$ cat config.mk
export PLATFORM = sky130hd
export DESIGN_NAME = stopwatch_sequencer
export DESIGN_NICKNAME = d
export VERILOG_FILES = /design/src/rtl/stopwatch_sequencer.sv
export SDC_FILE = /design/constraint.sdc
export NUM_CORES = 1
export LEC_CHECK = 0
export BUFFER_PORTS_ARGS = -buffer_cell sky130_fd_sc_hd__buf_2
export CAP_MARGIN = 25
export CORE_MARGIN = 3
export CORE_UTILIZATION = 50
export DETAILED_ROUTE_END_ITERATION = 10
export GPL_ROUTABILITY_DRIVEN = 0
export HOLD_SLACK_MARGIN = 0.15
export PLACE_DENSITY = 0.66
export SKIP_LAST_GASP = 1
export SLEW_MARGIN = 15
export SYNTH_ARGS = -nofsm -noshare
export SYNTH_HDL_FRONTEND = slang
export SYNTH_SLANG_ARGS = --single-unit
$ cat constraint.sdc
create_clock -name clk -period 3.65 [get_ports clk]
set_input_delay 0.1825 -clock clk [delete_from_list [all_inputs] [get_ports clk]]
set_output_delay 0.1825 -clock clk [all_outputs]
set_load 0.1 [all_outputs]
$ cat src/rtl/stopwatch_sequencer.sv
// Run/pause/lap/clear sequencer for the stopwatch: button conditioning, control FSM,
// centisecond tick prescaler and display freeze.
module stopwatch_sequencer #(
  parameter int unsigned CLK_HZ          = 100_000_000,
  parameter int unsigned TICK_HZ         = 100,
  parameter int unsigned DEBOUNCE_CYCLES = 1_000_000
) (
  input  logic       clk,
  input  logic       reset,
  input  logic       btn_start_stop,
  input  logic       btn_lap_reset,
  output logic       count_enable,
  output logic       count_tick,
  output logic       count_clear,
  output logic       display_freeze,
  output logic [1:0] state
);

  localparam int unsigned DIV = CLK_HZ / TICK_HZ;
  localparam int unsigned PW  = (DIV > 1) ? $clog2(DIV) : 1;
  localparam int unsigned DW  = (DEBOUNCE_CYCLES > 1) ? $clog2(DEBOUNCE_CYCLES + 1) : 1;

  typedef enum logic [1:0] {
    IDLE  = 2'd0,
    RUN   = 2'd1,
    PAUSE = 2'd2,
    LAP   = 2'd3
  } state_t;

  // Bit 0 is start/stop, bit 1 is lap/reset.
  logic [1:0]    raw_c;
  logic [1:0]    sync1;
  logic [1:0]    sync2;
  logic [1:0]    level;
  logic [1:0]    level_d;
  logic [1:0]    press;
  logic [DW-1:0] db_cnt [2];

  assign raw_c = {btn_lap_reset, btn_start_stop};

  // Two-stage synchronizer, per-button debounce counter and registered rising-edge press pulse.
  always_ff @(posedge clk) begin
    if (reset) begin
      sync1   <= '0;
      sync2   <= '0;
      level   <= '0;
      level_d <= '0;
      press   <= '0;
      for (int i = 0; i < 2; i++) db_cnt[i] <= '0;
    end else begin
      sync1   <= raw_c;
      sync2   <= sync1;
      level_d <= level;
      press   <= level & ~level_d;
      for (int i = 0; i < 2; i++) begin
        if (sync2[i] == level[i]) begin
          db_cnt[i] <= '0;
        end else if (db_cnt[i] == DW'(DEBOUNCE_CYCLES - 1)) begin
          level[i]  <= sync2[i];
          db_cnt[i] <= '0;
        end else begin
          db_cnt[i] <= db_cnt[i] + DW'(1);
        end
      end
    end
  end

  state_t     state_q;
  state_t     state_d;
  logic       enable_d;
  logic       freeze_d;
  logic       clear_d;
  logic       ss_c;
  logic       lr_c;
  logic [PW-1:0] pre;
  logic       wrap_c;

  assign ss_c   = press[0];
  assign lr_c   = press[1];
  assign wrap_c = (pre == PW'(DIV - 1));

  // Next-state and next-output decode; start/stop wins over a simultaneous lap/reset.
  always_comb begin
    state_d = state_q;
    clear_d = 1'b0;
    case (state_q)
      IDLE: begin
        if (ss_c)      state_d = RUN;
        else if (lr_c) clear_d = 1'b1;
      end
      RUN: begin
        if (ss_c)      state_d = PAUSE;
        else if (lr_c) state_d = LAP;
      end
      LAP: begin
        if (ss_c)      state_d = PAUSE;
        else if (lr_c) state_d = RUN;
      end
      PAUSE: begin
        if (ss_c) begin
          state_d = RUN;
        end else if (lr_c) begin
          state_d = IDLE;
          clear_d = 1'b1;
        end
      end
      default: state_d = IDLE;
    endcase
    enable_d = (state_d == RUN) || (state_d == LAP);
    freeze_d = (state_d == LAP);
  end

  // State register, registered outputs and tick prescaler (held while paused).
  always_ff @(posedge clk) begin
    if (reset) begin
      state_q        <= IDLE;
      count_enable   <= 1'b0;
      display_freeze <= 1'b0;
      count_clear    <= 1'b1;
      count_tick     <= 1'b0;
      pre            <= '0;
    end else begin
      state_q        <= state_d;
      count_enable   <= enable_d;
      display_freeze <= freeze_d;
      count_clear    <= clear_d;
      // A wrap coinciding with enable dropping is not reported as a tick.
      count_tick     <= count_enable & enable_d & wrap_c;
      if (clear_d)           pre <= '0;
      else if (count_enable) pre <= wrap_c ? '0 : pre + PW'(1);
    end
  end

  assign state = state_q;

endmodule

Yosys cells after proc, flatten, opt, wreduce, memory -nomap -nowiden. Memories as Yosys holds them, arrays and structs flattened. Cells that the tools add are included.

Flip-flop bits (word level): 36. Latch bits: 0. Bits in writable memories: 40. ROM bits: 0. Output and inout port bits: 6. Word-level logic and storage cells: 86. Memories kept: 1.

Memory list: db_cnt (words 2, width 20, rd ports 2, clocked after memory_dff 0, wr ports 2, line 37) `logic [DW-1:0] db_cnt [2];`.

Add/sub/neg operators: 3. Multipliers: 0. Divide/modulo/power cells: 0. Order comparisons: 0. Equality and inequality tests: 10. Shifts and indexed selects: 0. Multiplexer cells: 42. Bitwise operators: 12. Reductions and logical operators: 6.

Operator list (count): 20-bit two-way mux (7); 20-bit by 1-bit adder with 20-bit output, second input constant (3); 20-bit == test, second input constant (3); 1-bit two-way mux (27); 2-bit two-way mux (7); 2-bit one-hot mux with 4 select lines (1); 2-bit == test, second input constant (3); 1-bit OR (6); 2-bit by 1-bit == test with 1-bit output, second input constant (2); 2-bit AND reduction (2); 2-bit OR reduction (2); 1-bit bitwise AND (2); 2-bit bitwise AND (1); 1-bit == test (2); 2-bit zero test (1); 1-bit NOT (2); 2-bit NOT (1); 1-bit logical OR (1).

Longest topological paths before layout. Gate-level depths: netlist of the first run.

Depth after elaboration: 7. Depth in mapped cells: 6. Depth with buffers taken out: 5.

Worst setup path after synthesis of the first run. No wires, ideal clock.

Kind: register to register. Start: register count_enable. End: register pre[5]. Arrival time: 2.161 ns. Path slack: 1.361 ns. Cell stages (with the launch flop): 7. Path buffers: 2. Clock period less this slack: 2.289 ns. Cells stage by stage: dfxtp_1 -> clkbuf_1 -> and4_1 -> nand4_1 -> o21bai_1 -> clkbuf_1 -> nor2_1.

RTL lines: from (decl) (line 12) `output logic count_enable,`; from (signal assigned) (line 124) `count_enable <= enable_d;`; to (signal assigned) (line 130) `else if (count_enable) pre <= wrap_c ? '0 : pre + PW'(1);`; to (decl) (line 75) `logic [PW-1:0] pre;`.

==> results.txt, run 1 <==
The signal on the critical path passes through or4b_1, or4_4, o21ai_4, nor2_1. The number of buffer and inverter stages on the critical path is 0. TritonCTS built the clock tree.

The leakage power came out at 0.00139 uW. The initial core utilization is a little over half. The kind of cell with the highest combined delay on the critical path is simple AND/OR/NAND/NOR gates. The largest single stage delay on the critical path is about 560 ps. A synthesized cell averages between 10 and 15 um2. The floorplan step set the die width to 91.7 um. The total global routing overflow is 0. In this run the most critical hold path is launched from reset. The detailed router's first-iteration violation count is about 120.

The power density over the cells came out at between 300 and 400 mW/mm2. Clock-pin slew was measured on the worst setup and hold paths at 80 ps. The first global-routing pass estimated between 10 and 15 mm of wire. Setup violations remaining at the end of the flow were counted as 0. The Yosys step of the flow raised 0 warnings. In this run, distinct cell masters in the synthesized netlist total 37. The level count of the clock H-tree is 3. The flow ran to the end, and the final reports show no timing, DRC or antenna violations. Cells fill 60.0% of the core in the end.

The sum of internal, switching and leakage power came out at between 1500 and 2000 uW. The count of final hold-check violations is 0. The clock period minus worst slack came out at around 2400 ps. The post-route clock skew came out at 10.9 ps. In the final routed layout, each cell accounts on average for ~13 um.

The total track usage is about 17%. The relative slew slack is 63.4%. The data required time of the worst path came out at 3730 ps.

The total length of routed wires is approximately 6.6 mm. The clock root buffer is clkbuf_8. The achievable frequency came out at between 400 and 500 MHz. The final clock period utilization by the worst path came out at approximately 65%. After floorplanning, the core was sized to cover 0.00694 mm2. On the critical path, the stage with the largest delay is an instance of or4_4. The maximum ir drop on the vdd rail is 0.000208 V.

The number of buffers between clock root and the deepest sink is 2. The final max-slew violation count is 0. Max-cap violations in this run came to 0. The worst setup path is captured at a register. The count of antenna diodes in the layout is 0. Summing all placed instances gives a cell area of between 0.003 and 0.004 mm2.

For hold timing, the worst endpoint is count_enable$_SDFF_PP0_. The residual DRC count came out at 0. The logic depth of the worst path, buffers included came out at 4. The startpoint identified for the worst register-to-register timing path is db_cnt[0][12]$_SDFFCE_PN0P_.

Counting instances, the worst hold path has a depth of 2. The number of storage elements in the synthesis netlist came out at 76. The quantity of hold-fixing buffers added after cts is 2. The wire-length estimate of the detail-placed layout is between 4 and 5 mm. The sort of element at the start of the critical path is a register.

STA puts the critical path data arrival time at between 2000 and 2500 ps. The initial antenna violation count is 0. The final standard cell area without fillers is 0.00417 mm2. Synthesis produced 367 cells. The number of cell instances on the worst register-to-register path is 4. The post-synth design cell area came out at about 0.0037 mm2.

At the end of the flow, the number of nets in the layout was approximately 430. The number of CTS-inserted buffers is 9. The count of nets left with antenna violations after detail routing came out at 0. The highest fanout seen on the critical path is 19. The number of buffers added on ports is 9. The buffer count from post-CTS setup fixing is 0.

Post-CTS repair changed the size of 0 cells. The layout overhead on the synthesized area is 13.5%. Setup total negative slack on the finished layout was measured at 0 ps. The worst hold path belongs to the class primary input to register.

The first detailed-routing pass ran for 4 iterations. The setup path with the least slack is of type register to register. The via count of the first global-routing pass came out at between 2000 and 3000. Setup repair after global routing left no endpoint under its margin. The flop-to-flop setup slack is 1280 ps. The pin count of the biggest net entering global routing came out at 21.

After detailed routing, the number of vias per cell comes to between 5 and 6. After floorplanning, the core was divided into 30 placement rows. The post-route netlist has 7.06% of its cells at a drive strength greater than 1. The fraction of the yosys area taken by sequential cells is about 52%. The clock latency at the later pin of the worst-skew pair came out at 350 ps. Clock tree synthesis found a total of 76 sinks. The die covers around 0.0084 mm2.

The detailed-route via count is between 2000 and 3000. In this run the vertical extent of the chip is around 90 um. The endpoint of the worst-slack reg-to-reg timing path is db_cnt[0][11]$_SDFFCE_PN0P_.

At the pin with the least slew margin, the transition time is ~550 ps. The number of top-level pins is 10.
layout by cell type, fill, tap and decap left out, drive strengths merged, types with 10 or more instances in the layout:
| cell | count |
|---|---|
| nand4 | 17 |
| or3 | 14 |
| xor2 | 14 |
| edfxtp | 40 |
| xnor2 | 28 |
| or4 | 11 |
| dfxtp | 36 |
| a21oi | 19 |
| conb | 40 |
| o21ai | 14 |
| nor2b | 10 |
| nand3 | 26 |
| clkbuf | 13 |
| buf | 11 |
| nor2 | 49 |
| nand2 | 18 |
routing by layer:
metal	GRT usage (%)	wire, um	vias up	part of all wire, %
li1	-	-	1413	-
met1	23.0	3230	1281	49
met2	26.5	2950	42	45
met3	3.04	217	16	3.3
met4	10.1	178	0	2.7
met5	0	0	-	0
stage by stage:
step                      setup slack (ps)  hold WS, ps  cells
after floorplan                       1360          254    406
after global placement                1340          372    503
after detailed placement              1270          375    503
after CTS                             1260          178    521
after global routing                  1160          205    521
final                                 1280          188    521
Yosys cell counts, drive strengths merged:
cell,instances,share of area (%)
nor2,49,5.0
edfxtp,40,33
dfxtp,36,20
xnor2,28,6.7
nand3,26,3.5
a21oi,19,2.6
nand2,18,1.8
nand4,17,2.9
o21ai,14,2.2
or3,14,2.4
xor2,14,3.3
or4,11,2.4
nor2b,10,1.7
nor3,9,1.2
nor4,8,1.4
clkbuf,7,0.72
inv,7,0.72
o31ai,7,1.4
and3,6,1.0
and4,5,1.2
nor4b,4,0.95
buf,3,0.58
ha,3,1.0
or4b,2,0.55
or4bb,2,0.61
a21o,1,0.20
conb,1,0.10
mux2i,1,0.27
nor4bb,1,0.27
o21a,1,0.20
o21ba,1,0.27
o21bai,1,0.20
or2,1,0.17
registers in the layout, indices dropped and copies added, names as in the netlist:
signal / cells
count_clear: 1
count_enable: 1
count_tick: 1
db_cnt: 40
display_freeze: 1
level: 2
level_d: 2
pre: 20
press: 2
state: 2
sync1: 2
sync2: 2
worst max-delay path by stage:
stage	from	to	slack (ps)
floorplan	count_enable$_SDFF_PP0_	pre[5]$_SDFFE_PP0P_	1360
global placement	db_cnt[0][12]$_SDFFCE_PN0P_	db_cnt[0][13]$_SDFFCE_PN0P_	1340
detailed placement	db_cnt[0][12]$_SDFFCE_PN0P_	db_cnt[0][11]$_SDFFCE_PN0P_	1270
CTS	db_cnt[0][12]$_SDFFCE_PN0P_	db_cnt[0][1]$_SDFFCE_PN0P_	1260
global route	db_cnt[0][12]$_SDFFCE_PN0P_	db_cnt[0][5]$_SDFFCE_PN0P_	1160
finish	db_cnt[0][12]$_SDFFCE_PN0P_	db_cnt[0][11]$_SDFFCE_PN0P_	1280
report_power, final:
part	switching, uW	internal [uW]	leakage [uW]
registers	22.0	920	0.000704
clock network	305	324	0.000105
logic	36.0	21.3	0.000582
total	363	1270	0.00139
worst register-to-register path, stage by stage, from the launching register on:
cell and delay, ps:
edfxtp_1 450, or4b_1 540, or4_4 570, o21ai_4 450, nor2_1 100
logic make-up after synthesis:
group / synth area share (%)
muxes: 0.273
DFF: 52.4
other: 0.102
AOI/OAI and AO/OA: 7.12
adders and majority gates: 1.02
and+or+nand+nor: 27.1
xor gates and xnor gates: 10.0
buffers and inverters: 2.01
layout make-up:
type	count	area [um2]
Clock inverter	3	16.3
Timing Repair Buffer	13	80.1
Multi-Input combinational cell	313	1820
Fill cell	615	2780
Sequential cell	76	1920
Inverter	7	26.3
Clock buffer	13	180
Tap cell	96	120
Note: power is estimated with default switching activity, not from simulation.
==> run 2, diff against run 1 <==
==> constraint.sdc (replaced) <==
create_clock -name clk -period 2.4 [get_ports clk]
set_input_delay 0.12 -clock clk [delete_from_list [all_inputs] [get_ports clk]]
set_output_delay 0.12 -clock clk [all_outputs]
set_load 0.1 [all_outputs]
==> run 2 against run 1 <==
Clock-buffer cell count decreased by 2. Register-to-register slack got worse by 1100 ps. Sequential cell count unchanged. Largest cell class unchanged. Combinational power increased by 70%. Clock power is 48% higher. Critical path type unchanged. Total power up 51%. Global-route usage rose by 0.17 points. Non-clock buffer count up 10. Die area unchanged. First-iteration DRC count shrank 31%. Maximum frequency up 5.0%.
==> results.txt, run 2 (synthesis results as in run 1) <==
The flow ran to the end, and the final reports show no timing, DRC or antenna violations. The count of nets left with antenna violations after detail routing came out at 0. The detailed router's first-iteration violation count came out at between 70 and 80. The final clock period utilization by the worst path is between 90% and 100%.

Among the stages of the critical path, the cell type that occurs most often is or4_1. The largest registers in the layout are db_cnt x40, pre x20. Dividing total power by cell area gives a power density of about 580 mW/mm2. The worst hold path belongs to the class register to register. The portion of total power attributed to sequential cells is 58.2%. Summed over all layers, the routed wires come to 6.59 mm. The path with the worst hold slack has its endpoint at press[1]$_SDFF_PP0_. The number of CTS-inserted buffers came out at 9. The worst register-to-register path has a depth of 5. Ranked by flip-flop count, first place goes to db_cnt.

The worst endpoint data arrival time came out at roughly 2400 ps. The routed layout has 2802 vias. The initial antenna violation count came out at 0. The initial core utilization came out at 52.9%.

The worst setup path is launched from a register. The number of setup buffers added after CTS is 0. The number of top-level pins came out at 10. The quantity of hold-fixing buffers added after cts came out at 5. The routed wirelength normalized by instance count came out at around 12 um.

Measured along the y axis, the die boundary spans 91.7 um. In the global route stage, overall resource usage came out at 17.5%. The total global routing overflow is 0.

After clock tree synthesis, the clock-pin slew on the worst setup and hold paths is roughly 80 ps. At the end of the flow, the number of nets in the layout was 437. The most common cell after layout, fill and taps aside is nor2_1. The highest fanout seen on the critical path is 15. The final max-slew violation count came out at 0.

The endpoint of the worst-slack reg-to-reg timing path is db_cnt[1][2]$_SDFFCE_PN0P_. The floorplan die area is about 0.0084 mm2. TritonCTS built the clock tree. The number of standard-cell rows in the floorplan came out at 30.

The number of filler instances in the final layout is approximately 600. The layout overhead on the synthesized area is 16.0%. The global-route wire length before repair came out at 11.9 mm. The relative contribution of combinational cells to total power is 4.0%.

After routing, the total negative slack on setup checks comes to 0 ps. Before antenna repair, the detailed router went through 4 iterations. Net switching is a little under a quarter of the power. The total internal power is roughly 1900 uW.

The number of flip-flops in the largest register came out at 40. Detailed placement finished with a half-perimeter wire length of 4.64 mm. The flop-to-flop setup slack is about 140 ps. Counting instances, the worst hold path has a depth of 1. The core region is just under 0.007 mm2.

The worst setup path is captured at a register. CTS placed an instance of clkbuf_8 at the clock tree root. Setup repair after global routing left no endpoint under its margin. At the later pin of the worst-skew pair, clock insertion delay measures roughly 350 ps.

In this run the critical register-to-register path is launched from db_cnt[1][11]$_SDFFCE_PN0P_. The level count of the clock H-tree came out at 3. The number of buffers between clock root and the deepest sink is 2. The number of standard cells in the final layout excluding fillers came out at around 530. The max-capacitance violation count is 0. The power spent charging and discharging nets is about 550 uW. Across the VDD grid, the largest voltage drop is between 0.0003 and 0.0004 V. The critical path goes through or4_1, or4_1, o21ai_1, buf_4, nor2_1. The count of final hold-check violations came out at 0.

The number of vias per cell after detailed routing is between 5 and 6. The width of the die is just over 90 um. The post-cts repair resize count came out at 0. Setup violations remaining at the end of the flow were counted as 0. The count of antenna diodes in the layout came out at 0. The leakage power came out at approximately 0.0014 uW. The start point of the worst hold path is level_d[1]$_SDFF_PP0_. The number of buffers added on ports is 9. The clock drives 76 sinks. The via count of the first global-routing pass is around 2700. The post-route clock skew came out at roughly 8.6 ps. The cell count after placement came out at around 500. The longest individual stage delay on the worst path is roughly 580 ps. The achievable frequency is between 400 and 500 MHz. On the critical path, the stage with the largest delay is an instance of or4_1.

The pin count of the biggest net entering global routing came out at 21. In the final layout, the share of cells above drive strength 1 is approximately 8.7%. In the layout the commonest cells are nor2_1, edfxtp_1, conb_1, dfxtp_1, xnor2_1. The type of the worst setup path is register to register.

The residual DRC count came out at 0. The data required time of the worst path is between 2000 and 2500 ps. Per report_power, the clock group accounts for approximately 38% of the total. The clock period minus worst slack came out at 2260 ps.
run 2: cell types whose count changed in the layout (fill, tap and decap cells not counted):
| cell | delta |
|---|---|
| buf_4 | +6 |
| clkinv_4 | +1 |
| buf_12 | +1 |
| dlygate4sd3_1 | +3 |
| clkbuf_1 | -1 |
| clkbuf_8 | -1 |
| inv_4 | +1 |
run 2: critical path: cells and delay by family (launching register included):
family | cells | cell delay (ps)
compound gates | 1 | 190
flops | 1 | 420
simple gates | 3 | 1170
buf+inv | 1 | 230
run 2: routing by layer:
metal	part of all wire, %	track usage (%)
met1	48	22.0
met4	1.9	8.04
met3	3.7	4.18
met5	0	0
met2	46	28.4
run 2: worst max-delay path by stage:
stage | startpoint | to | cells after the start
6_report | db_cnt[1][11]$_SDFFCE_PN0P_ | db_cnt[1][2]$_SDFFCE_PN0P_ | 5
5_1_grt | db_cnt[1][11]$_SDFFCE_PN0P_ | db_cnt[1][12]$_SDFFCE_PN0P_ | 5
4_1_cts | db_cnt[1][11]$_SDFFCE_PN0P_ | db_cnt[1][2]$_SDFFCE_PN0P_ | 5
3_5_place_dp | db_cnt[1][11]$_SDFFCE_PN0P_ | db_cnt[1][2]$_SDFFCE_PN0P_ | 5
3_3_place_gp | db_cnt[1][15]$_SDFFCE_PN0P_ | db_cnt[1][4]$_SDFFCE_PN0P_ | 5
2_1_floorplan | count_enable$_SDFF_PP0_ | pre[5]$_SDFFE_PP0P_ | 6
run 2: cell type report:
type | count | area [um2] | area share, %
sequential | 76 | 1920 | 45.1
clock buffer | 11 | 163 | 3.82
timing repair buffer | 23 | 175 | 4.11
clock inverter | 5 | 31.3 | 0.734
multi-input combinational | 313 | 1820 | 42.8
inverter | 7 | 26.3 | 0.617
tap | 96 | 120 | 2.82
run 2: power groups by stage:
stage	sequential [uW]	clock [uW]	combinational (uW)
floorplan	1460	0	61.9
finish	1430	931	97.5
global route	1440	1020	112
detailed placement	1460	0	89.2
global placement	1460	0	89.4
CTS	1430	972	96.1
run 2: metrics by stage:
step | instance area (um2) | hold slack, ps | total power (uW) | setup WS [ps] | utilization, %
2_1_floorplan | 3820 | 192 | 1520 | 111 | -
3_3_place_gp | 4020 | 356 | 1550 | 223 | 57.8
3_5_place_dp | 4020 | 347 | 1550 | 152 | 57.8
4_1_cts | 4260 | 379 | 2500 | 128 | 61.3
5_1_grt | 4260 | 398 | 2570 | 9.24 | 61.3
6_report | 4260 | 381 | 2460 | 139 | 61.3
